File: config.mk
export PLATFORM = sky130hd
export DESIGN_NAME = tanh_exhaustive_eval_4bit
export DESIGN_NICKNAME = d
export VERILOG_FILES = /design/src/rtl/tanh_eval_pkg.sv /design/src/rtl/tanh_golden_4bit.sv /design/src/rtl/tanh_exhaustive_eval_4bit.sv
export SDC_FILE = /design/constraint.sdc
export NUM_CORES = 1
export LEC_CHECK = 0
export ABC_AREA = 1
export CAP_MARGIN = 20
export CORE_MARGIN = 5
export CORE_UTILIZATION = 54
export DETAILED_ROUTE_END_ITERATION = 16
export PLACE_DENSITY = 0.8
export SKIP_CTS_REPAIR_TIMING = 1
export SYNTH_ARGS = -nofsm -noshare
export SYNTH_HDL_FRONTEND = slang
export SYNTH_SLANG_ARGS = --single-unit
File: constraint.sdc
create_clock -name clk -period 3.6 [get_ports clk]
set_input_delay 0.36 -clock clk [delete_from_list [all_inputs] [get_ports clk]]
set_output_delay 0.36 -clock clk [all_outputs]
set_load 0.02 [all_outputs]
File: src/rtl/tanh_eval_pkg.sv
// Shared constants for the 4-bit tanh evaluation stage: golden table, widths, FSM encoding.
// The golden table is also consumed by the benches of the wider variants.
package tanh_eval_pkg;

    localparam int CODE_W    = 4;
    localparam int ERR_W     = 4;
    localparam int SQ_W      = 8;
    localparam int SUM_W     = 8;
    localparam int SQ_SUM_W  = 12;
    localparam int CNT_W     = 5;
    localparam int NUM_CODES = 16;

    // round(16 * tanh(x)) for x = code / 4, saturated at 15
    localparam logic [CODE_W-1:0] GOLDEN_TABLE [NUM_CODES] = '{
        4'd0,  4'd4,  4'd7,  4'd10, 4'd12, 4'd14, 4'd14, 4'd15,
        4'd15, 4'd15, 4'd15, 4'd15, 4'd15, 4'd15, 4'd15, 4'd15
    };

    typedef enum logic [1:0] {
        S_IDLE  = 2'd0,
        S_SWEEP = 2'd1,
        S_DRAIN = 2'd2,
        S_DONE  = 2'd3
    } state_t;

endpackage

File: src/rtl/tanh_golden_4bit.sv
// Combinational golden lookup: Q2.2 input code to exact Q0.4 tanh value.
module tanh_golden_4bit
    import tanh_eval_pkg::*;
(
    input  logic [CODE_W-1:0] code,
    output logic [CODE_W-1:0] golden
);

    assign golden = GOLDEN_TABLE[code];

endmodule

File: src/rtl/tanh_exhaustive_eval_4bit.sv
// Sweeps all 16 input codes into an approximate-tanh circuit, compares each sample with
// the golden table and accumulates error statistics, reported with a one-cycle done pulse.
module tanh_exhaustive_eval_4bit
    import tanh_eval_pkg::*;
#(
    parameter int DUT_LAT = 0
) (
    input  logic                clk,
    input  logic                rst,
    input  logic                start,
    output logic [CODE_W-1:0]   dut_in,
    input  logic [CODE_W-1:0]   dut_out,
    output logic                busy,
    output logic                done,
    output logic [SUM_W-1:0]    err_sum,
    output logic [SQ_SUM_W-1:0] sq_sum,
    output logic [ERR_W-1:0]    err_max,
    output logic [CODE_W-1:0]   worst_in,
    output logic [CNT_W-1:0]    err_cnt,
    output state_t              fsm_state
);

    // Handshake: start is a single-cycle request with no ready; it is taken only in
    // IDLE (busy=0, done=0) and dropped otherwise. busy covers SWEEP and DRAIN, and
    // done pulses for one cycle when the statistics have become final.

    state_t            state;
    state_t            state_next;
    logic              start_acc;
    logic [1:0]        drain_cnt;
    logic              sweep_valid;
    logic [CODE_W-1:0] tap_code;
    logic              tap_valid;
    logic [CODE_W-1:0] tap_golden;

    logic              s1_valid;
    logic [CODE_W-1:0] s1_code;
    logic [CODE_W-1:0] s1_golden;
    logic [CODE_W-1:0] s1_out;
    logic [ERR_W-1:0]  abs_err;
    logic [SQ_W-1:0]   sq_err;

    always_ff @(posedge clk) begin
        if (rst) begin
            state <= S_IDLE;
        end else begin
            state <= state_next;
        end
    end

    always_comb begin
        state_next = state;
        start_acc  = 1'b0;
        case (state)
            S_IDLE: begin
                if (start) begin
                    state_next = S_SWEEP;
                    start_acc  = 1'b1;
                end
            end
            S_SWEEP: begin
                if (dut_in == CODE_W'(NUM_CODES - 1)) begin
                    state_next = S_DRAIN;
                end
            end
            S_DRAIN: begin
                if (drain_cnt == 2'(DUT_LAT)) begin
                    state_next = S_DONE;
                end
            end
            S_DONE: begin
                state_next = S_IDLE;
            end
            default: begin
                state_next = S_IDLE;
            end
        endcase
    end

    assign busy        = (state == S_SWEEP) || (state == S_DRAIN);
    assign done        = (state == S_DONE);
    assign fsm_state   = state;
    assign sweep_valid = (state == S_SWEEP);

    // Code wraps to 0 after 15, which is also the idle value
    always_ff @(posedge clk) begin
        if (rst) begin
            dut_in    <= '0;
            drain_cnt <= '0;
        end else begin
            dut_in    <= (state == S_SWEEP) ? dut_in + 1'b1 : '0;
            drain_cnt <= (state == S_DRAIN) ? drain_cnt + 1'b1 : '0;
        end
    end

    // Code/valid delay line matching the evaluated circuit's latency
    generate
        if (DUT_LAT == 0) begin : g_no_delay
            assign tap_code  = dut_in;
            assign tap_valid = sweep_valid;
        end else begin : g_delay
            logic [DUT_LAT*CODE_W-1:0] code_pipe;
            logic [DUT_LAT-1:0]        valid_pipe;

            always_ff @(posedge clk) begin
                if (rst) begin
                    code_pipe  <= '0;
                    valid_pipe <= '0;
                end else begin
                    code_pipe[CODE_W-1:0] <= dut_in;
                    valid_pipe[0]         <= sweep_valid;
                    for (int i = 1; i < DUT_LAT; i++) begin
                        code_pipe[i*CODE_W +: CODE_W] <= code_pipe[(i-1)*CODE_W +: CODE_W];
                        valid_pipe[i]                 <= valid_pipe[i-1];
                    end
                end
            end

            assign tap_code  = code_pipe[(DUT_LAT-1)*CODE_W +: CODE_W];
            assign tap_valid = valid_pipe[DUT_LAT-1];
        end
    endgenerate

    tanh_golden_4bit u_golden (
        .code   (tap_code),
        .golden (tap_golden)
    );

    always_ff @(posedge clk) begin
        if (rst) begin
            s1_valid  <= 1'b0;
            s1_code   <= '0;
            s1_golden <= '0;
            s1_out    <= '0;
        end else begin
            s1_valid  <= tap_valid;
            s1_code   <= tap_code;
            s1_golden <= tap_golden;
            s1_out    <= dut_out;
        end
    end

    always_comb begin
        abs_err = (s1_golden >= s1_out) ? s1_golden - s1_out : s1_out - s1_golden;
        sq_err  = SQ_W'(abs_err) * SQ_W'(abs_err);
    end

    // Strict greater-than keeps the earliest code among equal maxima
    always_ff @(posedge clk) begin
        if (rst || start_acc) begin
            err_sum  <= '0;
            sq_sum   <= '0;
            err_max  <= '0;
            worst_in <= '0;
            err_cnt  <= '0;
        end else if (s1_valid) begin
            err_sum <= err_sum + SUM_W'(abs_err);
            sq_sum  <= sq_sum + SQ_SUM_W'(sq_err);
            if (abs_err != '0) begin
                err_cnt <= err_cnt + 1'b1;
            end
            if (abs_err > err_max) begin
                err_max  <= abs_err;
                worst_in <= s1_code;
            end
        end
    end

endmodule

After elaboration in Yosys (flattened, before gate mapping)
Memory sizes are Yosys's and may differ from the RTL's. A register that Yosys moved wholly into a read port is not among the register bits.
Cells that the tools add are included.
- register bits: 50
- memory bits (read-only): 64
- logic and storage cells: 49
- memories: 1
- memory list (memory ; depth ; width ; read ports ; clocked after memory_dff ; write ports ; RTL line ; source):
    (no name shown) ; 16 ; 4 ; 1 ; 1 ; 0 ; tanh_golden_4bit.sv:9 ; assign golden = GOLDEN_TABLE[code];
- add/sub/neg operators: 7
- multipliers: 1
- magnitude comparators: 2
- eq/ne operators: 7
- muxes and demuxes: 7
- bitwise logic cells: 3
- reduce and logical (&&, ||, !) cells: 10
- operators with widths (operator ; number):
    $add 12x8->12 ; 1
    $add 8x4->8 ; 1
    $mul 4x4->8 ; 1
    $pmux 2 s4 ; 1
    $sub 4x4->4 ; 2
    $mux 2 ; 3
    $add 5x1->5 const B ; 1
    $not 4->5 ; 1
    $add 4x1->4 const B ; 1
    $eq 2x2->1 const B ; 2
    $eq 4x4->1 const B ; 1
    $ge 4x4->1 ; 1
    $gt 4x4->1 ; 1
    $logic_not 2->1 ; 2
    $mux 4 ; 1
    $ne 2x2->1 const B ; 2
    $reduce_and 2->1 ; 2
    $reduce_bool 4->1 ; 1
    $reduce_or 2->1 ; 2
    $reduce_and 3->1 ; 1
    $add 2x1->2 const B ; 1
    $eq 2x1->1 const B ; 1
    $logic_or 1x1->1 ; 2
    $mux 1 ; 2
    other kinds (2) ; 3

Logic depth before layout (Yosys ltp)
- depth in word-level cells: 4
- gate-level depth with buffers: 25
- depth with buffers taken out: 25

Hierarchy
A second synthesis with hierarchy kept.
- cells, all modules: 436
- area, all modules: 3208.1 um2
- modules (own cells, without submodules) (module ; times used ; cells each ; area each (um2) ; seq. area each (um2)):
    tanh_exhaustive_eval_4bit ; 1 ; 417 ; 3108.0 ; 1081.0
    tanh_golden_4bit ; 1 ; 19 ; 100.1 ; 0.0

Least setup slack after synthesis
OpenSTA, ideal clock, no wires.
- path kind: reg-to-reg
- from: register s1_golden[0]
- to: register sq_sum[7]
- library setup time: 0.115 ns
- data arrival time: 3.112 ns
- data required time: 3.485 ns
- setup slack: 0.372 ns
- cell stages (with the launch flop): 22
- path buffers: 0
- period minus slack after synthesis: 3.228 ns
- cell sequence: dfxtp_1 inv_1 ha_1 inv_1 fa_1 inv_1 nand2_2 nand2_4 nand2_4 nand2_1 nand2_1 inv_1 nand2_1 fa_1 inv_1 ha_1 a21oi_1 nand2_1 a21oi_1 xor2_1 o21ai_0 inv_1
- longest elaborated chain between the ends: 4
- elaborated cells on any way between the ends: 6
- ends and longest elaborated chain (element ; RTL line ; source):
    start, declared ; tanh_exhaustive_eval_4bit.sv:38 ; logic [CODE_W-1:0] s1_golden;
    $sub 4x4->4 / $ge 4x4->1 (equally long branches) ; tanh_exhaustive_eval_4bit.sv:144 ; abs_err = (s1_golden >= s1_out) ? s1_golden - s1_out : s1_out - s1_golden;
    $mux 4 * ; tanh_exhaustive_eval_4bit.sv:144 ;
    named net abs_err[1] ; tanh_exhaustive_eval_4bit.sv:40 ; logic [ERR_W-1:0] abs_err;
    $mul 4x4->8 * ; tanh_exhaustive_eval_4bit.sv:145 ; sq_err = SQ_W'(abs_err) * SQ_W'(abs_err);
    $add 12x8->12 * ; tanh_exhaustive_eval_4bit.sv:158 ; sq_sum <= sq_sum + SQ_SUM_W'(sq_err);
    end signal, assigned ; tanh_exhaustive_eval_4bit.sv:158 ;
    end, declared ; tanh_exhaustive_eval_4bit.sv:16 ; output logic [SQ_SUM_W-1:0] sq_sum,
The timed path passes the listed nets; every way through them passes the cells marked *.
A chain may end at the register's enable or synchronous reset.

Final worst setup path
Ends and elaborated chain as after synthesis.

==> key figures <==
Status
  • Status: finished, final reports clean

Floorplan
  • IO Pins: 48
  • Std cell rows: 27
  • Starting Density: 56.4%
  • Die Y: 86.3 um
  • Core area: 5570 sq um
  • Die area: 7450 sq um
  • Die Span X: 86.3 um

Timing
  • Max_slew headroom: 65.7%
  • Fmax: 0.297 GHz
  • Hold slack: 0.427 ns
  • Final setup fails: 0
  • Final period util: 93.5%
  • Slew @ Worst Pin: 0.513 ns
  • RSZ-0062 raised after global routing: false
  • Fin. Hold Viols: 0
  • Post-route setup TNS: 0 ns
  • Final Critical Period: 3.37 ns
  • Layout Skew: 0.00729 ns
  • PnR worst setup slack: 0.232 ns
  • Slew Limit Fails: 0

Flow run
  • Max_cap viols: 0

Synthesis
  • Syn Area/Cell: 7.67 sq um
  • Post-synthesis cell type count: 31
  • Yosys top cell area share: 34.4%
  • Post-synth EDFFs: 0
  • Largest cells by area after synthesis: dfxtp_1 (34%), ha_1 (15%), inv_1 (8.7%), nand2_1 (7.2%), a21oi_1 (6.0%)
  • Yosys warns: 0
  • Post-synth ARST share: 0%
  • Prevailing post-synth register cell: dfxtp_1
  • Post-synthesis register bit count: 54
  • Mapped Area: 3150 sq um
  • Yosys top cell by area: dfxtp_1
  • Most common cell in the synthesized netlist: inv_1
  • Post-Synthesis Cells: 410
  • Part of the Yosys area used for sequential elements: 34.4%
  • Post-Syn Nets: 461
  • Most frequent cells after synthesis: inv_1 (73), nand2_1 (60), dfxtp_1 (54), nor2_1 (43)

Pwr
  • Flop pwr share: 36.4%
  • Clock power share: 17.2%
  • Psw: 0.000793 W
  • Largest vdd supply drop: 0.000473 V
  • Sw Ratio: 40.7%
  • Cell Int Power: 0.00115 W
  • Combinational power share: 46.4%
  • Pleak: 1.81 nW
  • Pwr Density: 512 nW/um^2

Cells and area
  • Final Instance Count excl. Fillers: 532
  • Share of layout cells above drive strength 1: 7.39%
  • Final Net Count: 510
  • Fillers: 476
  • Area Growth Syn to Fin: 20.9%
  • Final core occ: 68.2%
  • N_diodes: 0

Setup path
  • Worst setup SP type: flop
  • WP data required: 3.80 ns
  • CP max FO: 7
  • Crit. End Element: flop
  • CP Class: reg -> reg
  • Worst EP arrival: 3.57 ns
  • Cell family with most CP delay: adder cells
  • Worst path cell trace: inv_1 -> ha_1 -> inv_1 -> fa_1 -> inv_1 -> nand2_2 -> nand2_4 -> nand2_4 -> nand2_2 -> nand2_4 -> inv_2 -> nand2_1 -> fa_1 -> inv_1 -> ha_1 -> a21oi_1 -> nand2_1 -> a21oi_1 -> xor2_1 -> o21ai_0 -> inv_1
  • Most frequent CP cell: inv_1
  • Critical Path Max Stage Delay: 0.50 ns
  • CP max-delay cell: fa_1
  • Worst path bufs/invs: 6

Routing
  • TritonRoute pass-1 iters: 4
  • DRC: 0
  • Via Count: 2,638
  • Vias/cell: 4.96
  • Initial DRC Count: 54
  • Number of routed nets with antenna violations: 0
  • DR WL/cell: 11.9 um
  • Final WL: 6.33 mm

Global routing
  • Vias in the first global route: 2,600
  • Grt total ovfl: 0
  • Total GRT Usage: 18.3%
  • Antenna violations before repair: 0
  • First-pass GRT wire length: 11.3 mm
  • Largest net degree at the start of global routing: 24

Clock tree
  • Worst skew pair latency: 0.30 ns
  • H-tree levels: 2
  • CTS Buf Count: 5
  • CTS Buffer Depth: 2
  • CTS tree: done
  • CTS root buf: clkbuf_8
  • Worst-path clk slew: 0.10 ns
  • Clock sinks: 54

Placed design
  • Place WS: 0.103 ns
  • Placed Cells: 524
  • Routability cong.: 0.908
  • HPWL Detailed: 4.90 mm
  • Port buffer count: 47

Worst hold path
  • Worst min path class: reg -> reg
## cells by family (layout without fill, tap and decap cells)
| family | Yosys count | after routing | share of synthesized area (%) |
|---|---|---|---|
| AOI/OAI and AO/OA | 72 | 72 | 12.4 |
| xor gates and xnor gates | 9 | 9 | 2.51 |
| adders and majority gates | 44 | 44 | 18.9 |
| buffers and inverters | 84 | 134 | 10.6 |
| DFF | 54 | 54 | 34.4 |
| and+or+nand+nor | 147 | 147 | 21.2 |
## per-stage QoR
step | total power [W] | cell area [sq um]
4_1_cts | 0.00194 | 3770
3_3_place_gp | 0.00158 | 3680
3_5_place_dp | 0.00160 | 3680
2_1_floorplan | 0.00135 | 3150
6_report | 0.00195 | 3800
5_1_grt | 0.00211 | 3800
## cell type report
class                      instances  area (sq um)  area share (%)
clock buffer                       6          72.6            1.91
clock inverter                     2          13.8           0.362
inverter                          76           285            7.50
multi-input combinational        272          1770            46.5
sequential                        54          1080            28.4
tap                               72          90.1            2.37
timing repair buffer              50           493            13.0
## registers in the layout, indices dropped and copies added, names as in the netlist
signal / flops
s1_valid: 1
s1_out: 4
drain_cnt: 2
fsm_state: 2
err_sum: 8
err_max: 4
s1_golden: 4
dut_in: 4
sq_sum: 12
worst_in: 4
err_cnt: 5
s1_code: 4
## placed cells by master, fill, tap and decap left out, types with 4 or more instances in the layout
master,Yosys,routed
nand3_1,27,26
nand2_2,2,4
nor2_1,43,43
o21ai_0,23,23
inv_2,3,5
clkbuf_8,0,5
fa_1,6,6
nand2_4,5,6
xor2_1,9,9
nand2_1,60,57
inv_1,73,71
a21oi_1,38,36
ha_1,38,37
dfxtp_1,54,54
clkdlybuf4s50_1,0,47
nand3_2,3,4
## worst reg2reg max path: cells and delay by family (launching register included)
family / cells / cell delay [ns]
AO/OA/AOI/OAI: 3 / 0.48
XOR/XNOR: 1 / 0.08
adder cells (fa/ha/maj): 4 / 1.37
buffers and inverters: 6 / 0.40
flip-flops: 1 / 0.32
AND/OR/NAND/NOR: 7 / 0.62
## per-layer routing
| metal | GRT usage, % | wire length, um | vias to the layer above |
|---|---|---|---|
| li1 | - | - | 1400 |
| met1 | 23.4 | 3050 | 1198 |
| met2 | 31.8 | 3020 | 34 |
| met3 | 3.61 | 199 | 6 |
| met4 | 4.11 | 58 | 0 |
| met5 | 0 | 0 | - |
## power by group through the flow
stage          clock network (W)  registers [W]  logic (W)
6_report                0.000335       0.000709   0.000903
5_1_grt                 0.000372       0.000719    0.00102
4_1_cts                 0.000346       0.000710   0.000888
3_5_place_dp                   0       0.000724   0.000879
3_3_place_gp                   0       0.000721   0.000855
2_1_floorplan                  0       0.000777   0.000573
## worst paths after layout
path | start | cells after the start | to | slack, ns
setup reg to reg | s1_golden[0]$_SDFF_PP0_ | 21 | sq_sum[7]$_SDFFE_PP0P_ | 0.23
hold reg to reg | drain_cnt[0]$_SDFF_PP0_ | 1 | drain_cnt[0]$_SDFF_PP0_ | 0.43
hold / removal | drain_cnt[0]$_SDFF_PP0_ | 1 | drain_cnt[0]$_SDFF_PP0_ | 0.43
setup / recovery | s1_golden[0]$_SDFF_PP0_ | 21 | sq_sum[7]$_SDFFE_PP0P_ | 0.23
No activity file was read; power rests on OpenSTA's default activity.
